==> src/rtl/apb_ss_guard.sv <==
// ---------------------------------------------------------------------------
// apb_ss_guard
//
// Protective APB bridge placed between one APB target port of the
// interconnect and a student subsystem's register interface. Each upstream
// transfer is captured, then replayed on the downstream port. A watchdog
// bounds the downstream access phase. Disabled or hung subsystems are
// answered with PSLVERR and a fixed read pattern, so the SoC bus never stalls.
//
// Ports:
//   clk, reset_n        single clock, asynchronous active-low reset
//   s_*                 upstream APB target side (request in, response out)
//   m_*                 downstream APB initiator side (request out, response in)
//   ss_en               subsystem enable, sampled only when a request is captured
//   timeout_o           one-cycle pulse in the response cycle of an aborted access
//   timeout_cnt_o       saturating count of aborted downstream accesses
// ---------------------------------------------------------------------------
module apb_ss_guard #(
  parameter int                 APB_AW         = 32,
  parameter int                 APB_DW         = 32,
  parameter int                 TIMEOUT_CYCLES = 256,
  parameter logic [APB_DW-1:0]  ERR_RDATA      = 32'hBADC_AB1E,
  parameter int                 CNT_W          = 8
) (
  input  logic                  clk,
  input  logic                  reset_n,
  // upstream request
  input  logic [APB_AW-1:0]     s_paddr,
  input  logic [APB_DW-1:0]     s_pwdata,
  input  logic [APB_DW/8-1:0]   s_pstrb,
  input  logic                  s_pwrite,
  input  logic                  s_psel,
  input  logic                  s_penable,
  // upstream response
  output logic [APB_DW-1:0]     s_prdata,
  output logic                  s_pready,
  output logic                  s_pslverr,
  // downstream request
  output logic [APB_AW-1:0]     m_paddr,
  output logic [APB_DW-1:0]     m_pwdata,
  output logic [APB_DW/8-1:0]   m_pstrb,
  output logic                  m_pwrite,
  output logic                  m_psel,
  output logic                  m_penable,
  // downstream response
  input  logic [APB_DW-1:0]     m_prdata,
  input  logic                  m_pready,
  input  logic                  m_pslverr,
  // control / status
  input  logic                  ss_en,
  output logic                  timeout_o,
  output logic [CNT_W-1:0]      timeout_cnt_o
);

  // Watchdog wide enough to hold TIMEOUT_CYCLES-1.
  localparam int WD_W = (TIMEOUT_CYCLES > 1) ? $clog2(TIMEOUT_CYCLES) : 1;
  localparam logic [WD_W-1:0] WD_LAST = WD_W'(TIMEOUT_CYCLES - 1);

  typedef enum logic [1:0] {
    IDLE     = 2'd0,
    M_SETUP  = 2'd1,
    M_ACCESS = 2'd2,
    RESP     = 2'd3
  } state_t;

  state_t state_q, state_d;

  logic [APB_AW-1:0]   paddr_q;
  logic [APB_DW-1:0]   pwdata_q;
  logic [APB_DW/8-1:0] pstrb_q;
  logic                pwrite_q;
  logic [APB_DW-1:0]   rdata_q;
  logic                slverr_q;
  logic                err_q;
  logic [WD_W-1:0]     wdog_q;
  logic                timeout_q;
  logic [CNT_W-1:0]    tcnt_q;

  logic capture;
  logic dn_done;
  logic dn_abort;

  // State register.
  always_ff @(posedge clk or negedge reset_n) begin
    if (!reset_n) begin
      state_q <= IDLE;
    end else begin
      state_q <= state_d;
    end
  end

  // Next-state logic and state-decoded outputs. Every output is either a
  // register or a function of state_q plus registers, so there is no
  // combinational path from any s_* or m_* input to an output.
  always_comb begin
    state_d   = state_q;
    capture   = 1'b0;
    dn_done   = 1'b0;
    dn_abort  = 1'b0;
    m_psel    = 1'b0;
    m_penable = 1'b0;
    s_pready  = 1'b0;
    s_prdata  = '0;
    s_pslverr = 1'b0;

    case (state_q)
      IDLE: begin
        if (s_psel && !s_penable) begin
          capture = 1'b1;
          state_d = ss_en ? M_SETUP : RESP;
        end
      end
      M_SETUP: begin
        m_psel  = 1'b1;
        state_d = M_ACCESS;
      end
      M_ACCESS: begin
        m_psel    = 1'b1;
        m_penable = 1'b1;
        // A ready on the last allowed cycle takes priority over the abort.
        if (m_pready) begin
          dn_done = 1'b1;
          state_d = RESP;
        end else if (wdog_q == WD_LAST) begin
          dn_abort = 1'b1;
          state_d  = RESP;
        end
      end
      RESP: begin
        s_pready  = 1'b1;
        s_prdata  = err_q ? ERR_RDATA : rdata_q;
        s_pslverr = slverr_q | err_q;
        state_d   = IDLE;
      end
      default: state_d = IDLE;
    endcase
  end

  // Request capture, downstream response capture, watchdog and timeout
  // bookkeeping. The error flag is preset on capture when the subsystem is
  // disabled, and set on watchdog abort.
  always_ff @(posedge clk or negedge reset_n) begin
    if (!reset_n) begin
      paddr_q   <= '0;
      pwdata_q  <= '0;
      pstrb_q   <= '0;
      pwrite_q  <= 1'b0;
      rdata_q   <= '0;
      slverr_q  <= 1'b0;
      err_q     <= 1'b0;
      wdog_q    <= '0;
      timeout_q <= 1'b0;
      tcnt_q    <= '0;
    end else begin
      timeout_q <= dn_abort;

      if (capture) begin
        paddr_q  <= s_paddr;
        pwdata_q <= s_pwdata;
        pstrb_q  <= s_pstrb;
        pwrite_q <= s_pwrite;
        rdata_q  <= '0;
        slverr_q <= 1'b0;
        err_q    <= !ss_en;
      end

      if (state_q == M_SETUP) begin
        wdog_q <= '0;
      end else if (state_q == M_ACCESS) begin
        wdog_q <= wdog_q + WD_W'(1);
      end

      if (dn_done) begin
        rdata_q  <= m_prdata;
        slverr_q <= m_pslverr;
      end

      if (dn_abort) begin
        err_q <= 1'b1;
        if (tcnt_q != {CNT_W{1'b1}}) begin
          tcnt_q <= tcnt_q + CNT_W'(1);
        end
      end
    end
  end

  assign m_paddr       = paddr_q;
  assign m_pwdata      = pwdata_q;
  assign m_pstrb       = pstrb_q;
  assign m_pwrite      = pwrite_q;
  assign timeout_o     = timeout_q;
  assign timeout_cnt_o = tcnt_q;

endmodule

==> config.mk <==
export PLATFORM = sky130hd
export DESIGN_NAME = apb_ss_guard
export DESIGN_NICKNAME = d
export VERILOG_FILES = /design/src/rtl/apb_ss_guard.sv
export SDC_FILE = /design/constraint.sdc
export NUM_CORES = 1
export LEC_CHECK = 0
export CAP_MARGIN = 5
export CORE_ASPECT_RATIO = 1.1
export CORE_MARGIN = 1.5
export CORE_UTILIZATION = 32
export CTS_CLUSTER_SIZE = 24
export DETAILED_ROUTE_END_ITERATION = 8
export GPL_TIMING_DRIVEN = 0
export REMOVE_ABC_BUFFERS = 1
export SLEW_MARGIN = 15
export SYNTH_ARGS = -nofsm -noshare
export SYNTH_HDL_FRONTEND = slang
export SYNTH_SLANG_ARGS = --single-unit
export TNS_END_PERCENT = 100
==> constraint.sdc <==
create_clock -name clk -period 3.4 [get_ports clk]
set_clock_uncertainty 0.05 [all_clocks]
set_input_delay 0.68 -clock clk [delete_from_list [all_inputs] [get_ports clk]]
set_output_delay 0.68 -clock clk [all_outputs]
set_load 0.005 [all_outputs]
==> flow_summary.ini, run 1 <==
[clock_tree]
clk_latency_ps = 410
postCtsSetupRepairBufs = 0
path_clk_slew_ps = 50
tritoncts = yes
clock-sinks = 122
cts_root_buf = clkbuf_16
htreeDepth = 4
cts_made_buffers = 17
cts_hold_buf = 0
cts_buffer_depth = 2

[floorplanning]
die_y_um = 136
die_x_um = 124
core_um2 = 15700
die_area_um2 = 16800
num_rows = 48
initial_utilization_pct = 32.7
pin_count = 222

[placed_design]
place_area_um2 = 7600
place_inst = 830
gp_congestion = 0.768
portBuffers = 221
hpwl_um = 9400

[pwr]
clockPowerShare_pct = 25.7
vdd_drop_max_v = 0.000501
p_int_uw = 4870
sw_frac_of_total_pct = 28.4
power_uw = 6810
power_frac_seq_pct = 35.8
p_switching_uw = 1930
power_density_nw_per_um2 = 830
leakage_uw = 0.00348
pwr-share-comb_pct = 38.5

[finish]
fin_area_um2 = 8200
area_delta_synth_final_pct = 60.1
final.fill_count = 1376
finalNetCount = 764
stdcell_count = 862
antennaDiodeCount = 0
regArea_um2 = 3050
drive_gt1_share_pct = 17.8
multi_input_comb_area_um2 = 1950

[global_routing]
grt_usage_pct = 15.6
overflow = 0
grt_max_degree = 66
grt_pass1_wl_um = 20100
antenna_found_initial = 0
grt_pass1_vias = 4081

[yosys]
async_flop_share_pct = 100
yosysMostFrequentCell = dfrtp_1
synth_flop_cell = dfrtp_1
synthTopCellsByCount = 122 x dfrtp_1, 71 x nand2_1, 70 x mux2_2
synth_top_area_share_pct = 59.6
synth.distinct_cells = 36
synth_area_um2 = 5120
synthTopCellsByArea = dfrtp_1 60%, mux2_2 15%, nand2_1 5.2%, o21ai_0 3.8%, o21a_1 2.9%
ys_seq_area_share_pct = 59.6
avgSynthCellArea_um2 = 12.0
synth_seq_cells = 122
ys_warn_count = 0
syn_inst = 427
synth_edf_count = 0
yosys.area.top_type = dfrtp_1

[drt]
drt_wl_total_um = 12900
num_vias = 4001
drt_iter0_drc = 168
wire_per_inst_um = 15.0
ant_nets = 0
drt_first_pass_iters = 4
post-route-drc-count = 0
vias_per_cell = 4.64

[sta]
rsz0062_at_grt = no
drv_slew = 0
finalHoldViolCount = 0
fin_crit_sh_pct = 90.6
layout_min_cycle_time_ps = 3080
max_freq_mhz = 325
slew_headroom_pct = 44.8
finalSetupTns_ps = 0
setup-violations-final = 0
worstMarginPinSlew_ps = 826
hold_ws_ps = 189

[critical_path]
path_class = register to primary output
r2r_start = state_q[0]
cp_max_fo = 22
reg2reg_to = m_pwdata[12]
reg2reg_slack_ps = 950
cp.arrival_ps = 2350
endpoint_kind = primary output
r2r_cells = 7
crit_path_start_kind = register
critPathRequiredTime_ps = 2670

[hold_path]
min_path_type = input pin to async pin

[flow_run]
cap_viol_max_count = 0

[status]
status = complete, no violations
timing repair:
| item | 4_1_cts | 5_1_grt |
|---|---|---|
| endpoints found under the setup margin | 13 | 3 |
| pin swaps | 0 | 0 |
| resized for setup | 2 | 1 |
sequential cells by signal, indices dropped and copies added, names as in the netlist:
register,flops
m_pwrite,1
wdog_q,8
state_q,2
m_pstrb,4
err_q,1
timeout_o,1
m_pwdata,32
slverr_q,1
timeout_cnt_o,8
m_paddr,32
rdata_q,32
stage by stage:
| step | util [%] | setup slack, ps |
|---|---|---|
| floorplan | - | -602 |
| global placement | 47.7 | -3240 |
| detailed placement | 48.5 | 146 |
| CTS | 52.3 | 158 |
| global route | 52.3 | 156 |
| finish | 52.3 | 320 |
cells in the final DEF (no fill, tap or decap), drive strengths merged, types with 2 or more instances in the layout:
master	n
clkdlybuf4s50	220
dfrtp	122
nand2	71
mux2	71
o21ai	39
o21a	20
clkbuf	20
and2	14
buf	9
nor2	7
ha	7
a21oi	6
inv	6
clkinv	6
xor2	5
nand3	4
clkinvlp	4
nand3b	3
a31oi	3
mux2i	3
nor3	3
nand4	3
and3	2
xnor2	2
nor4	2
bufinv	2
critical path: stages, from the launching register on:
cell and delay (ps):
dfrtp_1 390, ha_2 490, nor2b_4 370, and2_1 170, clkdlybuf4s50_1 510
worst max path at each step:
stage | start | end | slack (ps) | cells after the start
6_report | state_q[1] | s_prdata[16] | 320 | 4
5_1_grt | state_q[1] | s_prdata[7] | 160 | 4
4_1_cts | state_q[1] | s_prdata[16] | 160 | 4
3_5_place_dp | state_q[1] | s_prdata[16] | 150 | 4
3_3_place_gp | reset_n | m_paddr[21] | -3240 | 1
2_1_floorplan | s_penable | m_paddr[0] | -600 | 2
cell families (layout without fill, tap and decap cells):
logic type	count (synthesis)	count (layout)	share of synthesized area [%]
AOI/OAI and AO/OA	73	73	8.48
xor gates and xnor gates	7	7	1.20
adders and majority gates	7	7	1.71
buffers and inverters	32	267	2.57
DFF	122	122	59.6
muxes	74	74	16.2
and+or+nand+nor	112	112	10.2
metal layers:
metal / routed length (um) / track usage [%] / share of wire, % / up-vias
li1: - / - / - / 1910
met1: 5270 / 18.3 / 41 / 1925
met2: 6380 / 25.3 / 49 / 145
met3: 1020 / 5.81 / 7.9 / 21
met4: 256 / 6.90 / 2.0 / 0
met5: 0 / 0 / 0 / -
power by group through the flow:
stage	Combinational [uW]	Sequential (uW)	Clock (uW)
after floorplan	1050	2440	0
after global placement	2610	2430	0
after detailed placement	2640	2460	0
after CTS	2660	2440	1800
after global routing	2860	2530	1880
final	2620	2440	1750
cell type report:
class / instances / area share, %
multi-input combinational: 273 / 23.7
inverter: 6 / 0.275
clock inverter: 12 / 1.51
tap: 200 / 3.05
clock buffer: 20 / 5.57
sequential: 122 / 37.3
timing repair buffer: 229 / 28.6
Power figures use the tool's default switching activity.
==> inputs of run 2 (changes only) <==
--- a/config.mk
+++ b/config.mk
@@ -7,11 +7,12 @@
 export LEC_CHECK = 0
 export CAP_MARGIN = 5
 export CORE_ASPECT_RATIO = 1.1
-export CORE_MARGIN = 1.5
+export CORE_MARGIN = 1
 export CORE_UTILIZATION = 32
 export CTS_CLUSTER_SIZE = 24
 export DETAILED_ROUTE_END_ITERATION = 8
 export GPL_TIMING_DRIVEN = 0
+export HOLD_SLACK_MARGIN = 0.03
 export REMOVE_ABC_BUFFERS = 1
 export SLEW_MARGIN = 15
 export SYNTH_ARGS = -nofsm -noshare
==> run 2 against run 1 <==
Effect of this change: combinational power hardly changed; global-route usage up 0.52 points; cell area increased by 0.21%; worst hold slack worse by 10 ps; critical path type unchanged.
==> flow_summary.ini, run 2 (synthesis results as in run 1) <==
[clock_tree]
postCtsResizedCells = 2
htreeDepth = 4
cts_buffer_depth = 2
clock-sinks = 122
cts_made_buffers = 17
clk_latency_ps = 410
path_clk_slew_ps = 60
cts_hold_buf = 0
tritoncts = yes
cts_root_buf = clkbuf_16
postCtsSetupRepairBufs = 0

[critical_path]
cp_max_fo = 22
critPathRequiredTime_ps = 2670
crit_path_start_kind = register
cp.arrival_ps = 2490
endpoint_kind = primary output
path_class = register to primary output

[drt]
drt_iter0_drc = 141
drt_first_pass_iters = 6
drt_wl_total_um = 13000
routed.top_layer = met4
vias_per_cell = 4.64
ant_nets = 0
wl_met2_um = 6240
wl_met1_um = 5290
wire_per_inst_um = 15.1
met3_length_um = 1160
num_vias = 3999
post-route-drc-count = 0

[finish]
area_delta_synth_final_pct = 60.4
antennaDiodeCount = 0
final_cell_mix = 220 x clkdlybuf4s50_1, 122 x dfrtp_1, 71 x nand2_1
stdcell_count = 862
final.fill_count = 1348
drive_gt1_share_pct = 17.8
finalNetCount = 764
final_common_cell = clkdlybuf4s50_1

[sta]
finalHoldViolCount = 0
layout_min_cycle_time_ps = 3220
drv_slew = 0
worstMarginPinSlew_ps = 780
rsz0062_at_grt = no
max_freq_mhz = 311
slew_headroom_pct = 48.0
setup-violations-final = 0
layout_setup_ws_ps = 180
fin_crit_sh_pct = 94.7
finalSetupTns_ps = 0

[pwr]
power_uw = 6900
leakage_uw = 0.00348
vdd_drop_max_v = 0.000461
power_density_nw_per_um2 = 841

[floorplanning]
num_rows = 48
die_x_um = 123
initial_utilization_pct = 32.7
pin_count = 222
core_um2 = 15700
die_area_um2 = 16500
die_y_um = 135

[placed_design]
hpwl_um = 9260
place_inst = 830
gp_congestion = 0.751
pre_cts_ws_ps = 124
portBuffers = 221

[flow_run]
cap_viol_max_count = 0

[global_routing]
grt_pass1_vias = 4013
grt_max_degree = 68
grt_pass1_wl_um = 20200
grt_usage_pct = 16.1
overflow = 0
antenna_found_initial = 0

[status]
status = complete, no violations

[hold_path]
min_path_type = input pin to async pin
## run 2: changes by cell type in the layout (fill, tap and decap cells not counted), moves of 2 or more
cell | before | now
buf_6 | 3 | 5
clkinv_2 | 5 | 1
buf_8 | 4 | 2
inv_6 | 0 | 2
## run 2: critical path: stages (launching register included)
cell	delay, ps
dfrtp_1	390
ha_2	480
nor2b_2	480
and2_1	190
clkdlybuf4s50_1	520
## run 2: layout make-up
cell class / instances / area (um^2) / share of cell area (%)
repair buffers: 229 / 2340 / 28.4
clock buffers: 19 / 443 / 5.39
well taps: 200 / 250 / 3.05
multi-input cells: 273 / 1940 / 23.6
flip-flops and latches: 122 / 3050 / 37.2
inverters: 6 / 22.5 / 0.274
clock inverters: 13 / 168 / 2.04
## run 2: worst paths after layout
| kind | start | slack (ps) | end | depth (start not counted) |
|---|---|---|---|---|
| max | state_q[1] | 180 | s_prdata[17] | 4 |
| min | reset_n | 180 | rdata_q[2] | 1 |
| max reg2reg | state_q[0] | 1030 | m_paddr[23] | 7 |
| min reg2reg | m_pwdata[13] | 450 | m_pwdata[13] | 1 |
| max in group asynchronous | reset_n | 2380 | m_pwdata[20] | 2 |
| min in group clk | m_pwdata[13] | 450 | m_pwdata[13] | 1 |
## run 2: routing by layer
metal,GRT usage (%),vias up
li1,-,1903
met1,19.1,1921
met2,25.4,155
met3,6.42,20
met4,7.45,0
met5,0,-
## run 2: power breakdown
| part | leakage, uW | internal, uW | switching [uW] |
|---|---|---|---|
| clock | 0.000282 | 1180 | 674 |
| combinational | 0.00168 | 1680 | 931 |
| sequential | 0.00152 | 2080 | 366 |
## run 2: through the flow
step                      util (%)  area, um^2  hold WS, ps
after floorplan                  -        5010          334
final                         52.4        8210          178
after detailed placement      48.5        7600          443
after global placement        47.7        7470          438
after global routing          52.4        8210          214
after CTS                     52.4        8210          196
==> inputs of run 3 (changes only) <==
==> constraint.sdc (replaced) <==
create_clock -name clk -period 3.4 [get_ports clk]
set_clock_uncertainty 0.05 [all_clocks]
set_input_delay 0.85 -clock clk [delete_from_list [all_inputs] [get_ports clk]]
set_output_delay 0.85 -clock clk [all_outputs]
set_load 0.005 [all_outputs]
==> run 3 against run 2 <==
Effect of this change: cell count did not move; setup slack got worse by 41 ps; via count barely moved; worst hold slack improved by 170 ps.
==> flow_summary.ini, run 3 (synthesis results as in run 1) <==
[finish]
area_delta_synth_final_pct = 60.5
post-route-util_pct = 52.4
final_common_cell = clkdlybuf4s50_1
final_cell_mix = 220 x clkdlybuf4s50_1, 122 x dfrtp_1, 71 x nand2_1
drive_gt1_share_pct = 17.8
finalNetCount = 764
antennaDiodeCount = 0

[drt]
ant_nets = 0
drt_first_pass_iters = 6
post-route-drc-count = 0
num_vias = 4000
drt_iter0_drc = 141
drt_wl_total_um = 13000
wire_per_inst_um = 15.0
vias_per_cell = 4.64

[sta]
slew_headroom_pct = 45.9
setup-violations-final = 0
rsz0062_at_grt = no
layout_min_cycle_time_ps = 3260
finalHoldViolCount = 0
drv_slew = 0
layout_setup_ws_ps = 140
max_freq_mhz = 307
fin_crit_sh_pct = 95.9
worstMarginPinSlew_ps = 812

[critical_path]
cp_max_fo = 22
crit_path_max_incr_delay_ps = 520
crit_path_start_kind = register
crit_family = simple AND/OR/NAND/NOR gates
critPathRequiredTime_ps = 2500
crit_path_top_delay_cell = clkdlybuf4s50_1
cp_cell_sequence = ha_2 -> nor2b_4 -> and2_1 -> clkdlybuf4s50_1
cp.arrival_ps = 2360
cp_num_buf_inv = 1
path_class = register to primary output
endpoint_kind = primary output

[placed_design]
portBuffers = 221
gp_congestion = 0.751
pre_cts_ws_ps = -46.5
hpwl_um = 9260

[floorplanning]
pin_count = 222
die_area_um2 = 16500
die_x_um = 123
num_rows = 48
initial_utilization_pct = 32.7
core_um2 = 15700
die_y_um = 135

[pwr]
leakage_uw = 0.00348
p_switching_uw = 1970
vdd_drop_max_v = 0.000461
p_int_uw = 4940
clockPowerShare_pct = 26.8
power_frac_seq_pct = 35.4
sw_frac_of_total_pct = 28.6
pwr-share-comb_pct = 37.8
power_density_nw_per_um2 = 841

[clock_tree]
tritoncts = yes
clk_latency_ps = 410
htreeDepth = 4
postCtsSetupRepairBufs = 0
path_clk_slew_ps = 60
cts_root_buf = clkbuf_16
cts_buffer_depth = 2
cts_made_buffers = 17
clock-sinks = 122

[global_routing]
grt_pass1_vias = 4013
grt_pass1_wl_um = 20200
grt_max_degree = 68
overflow = 0
grt_usage_pct = 16.1
antenna_found_initial = 0

[hold_path]
min_path_type = input pin to async pin

[status]
status = complete, no violations

[flow_run]
cap_viol_max_count = 0
run 3: cell count changes in the layout (fill, tap and decap cells not counted):
cell / before / now
nor2b_2: 1 / 0
nor2b_4: 0 / 1
run 3: metal layers:
layer / share of wire, % / vias up / wire length, um / GRT usage [%]
li1: - / 1903 / - / -
met1: 41 / 1922 / 5290 / 19.1
met2: 48 / 155 / 6240 / 25.4
met3: 9.0 / 20 / 1160 / 6.42
met4: 2.2 / 0 / 279 / 7.45
met5: 0 / - / 0 / 0
run 3: timing repair:
action	4_1_cts	5_1_grt
hold buffers	0	0
setup endpoints to repair	13	0
resized for setup	3	0
run 3: per-stage QoR:
stage / instances / instance area (um^2) / setup TNS, ps / hold WS (ps) / power (uW)
finish: 862 / 8220 / 0 / 348 / 6910
global route: 862 / 8220 / 0 / 384 / 7350
CTS: 862 / 8220 / 0 / 366 / 7010
detailed placement: 830 / 7600 / -285 / 443 / 5100
global placement: 822 / 7470 / -683150 / 438 / 5040
floorplan: 401 / 5010 / -66300 / 414 / 3490
run 3: final timing paths:
path,startpoint,end,slack (ps),cells past startpoint
worst max-delay path,state_q[1],s_prdata[17],140,4
worst min-delay path,reset_n,rdata_q[2],350,1
worst max register to register,state_q[0],m_paddr[23],1030,7
worst min register to register,m_pwdata[13],m_pwdata[13],450,1
max in group asynchronous,reset_n,m_pwdata[20],2210,2
min in group clk,m_pwdata[13],m_pwdata[13],450,1
run 3: cell type report:
class,count,area (um^2)
Sequential cell,122,3050
Multi-Input combinational cell,273,1950
Inverter,6,22.5
Timing Repair Buffer,229,2340
Fill cell,1347,7460
Clock inverter,13,168
Tap cell,200,250
Clock buffer,19,443
run 3: power by group through the flow:
stage | sequential [uW] | combinational [uW] | clock [uW]
after floorplan | 2440 | 1050 | 0
after global placement | 2430 | 2600 | 0
after detailed placement | 2460 | 2640 | 0
after CTS | 2460 | 2660 | 1900
after global routing | 2530 | 2850 | 1980
final | 2450 | 2610 | 1850
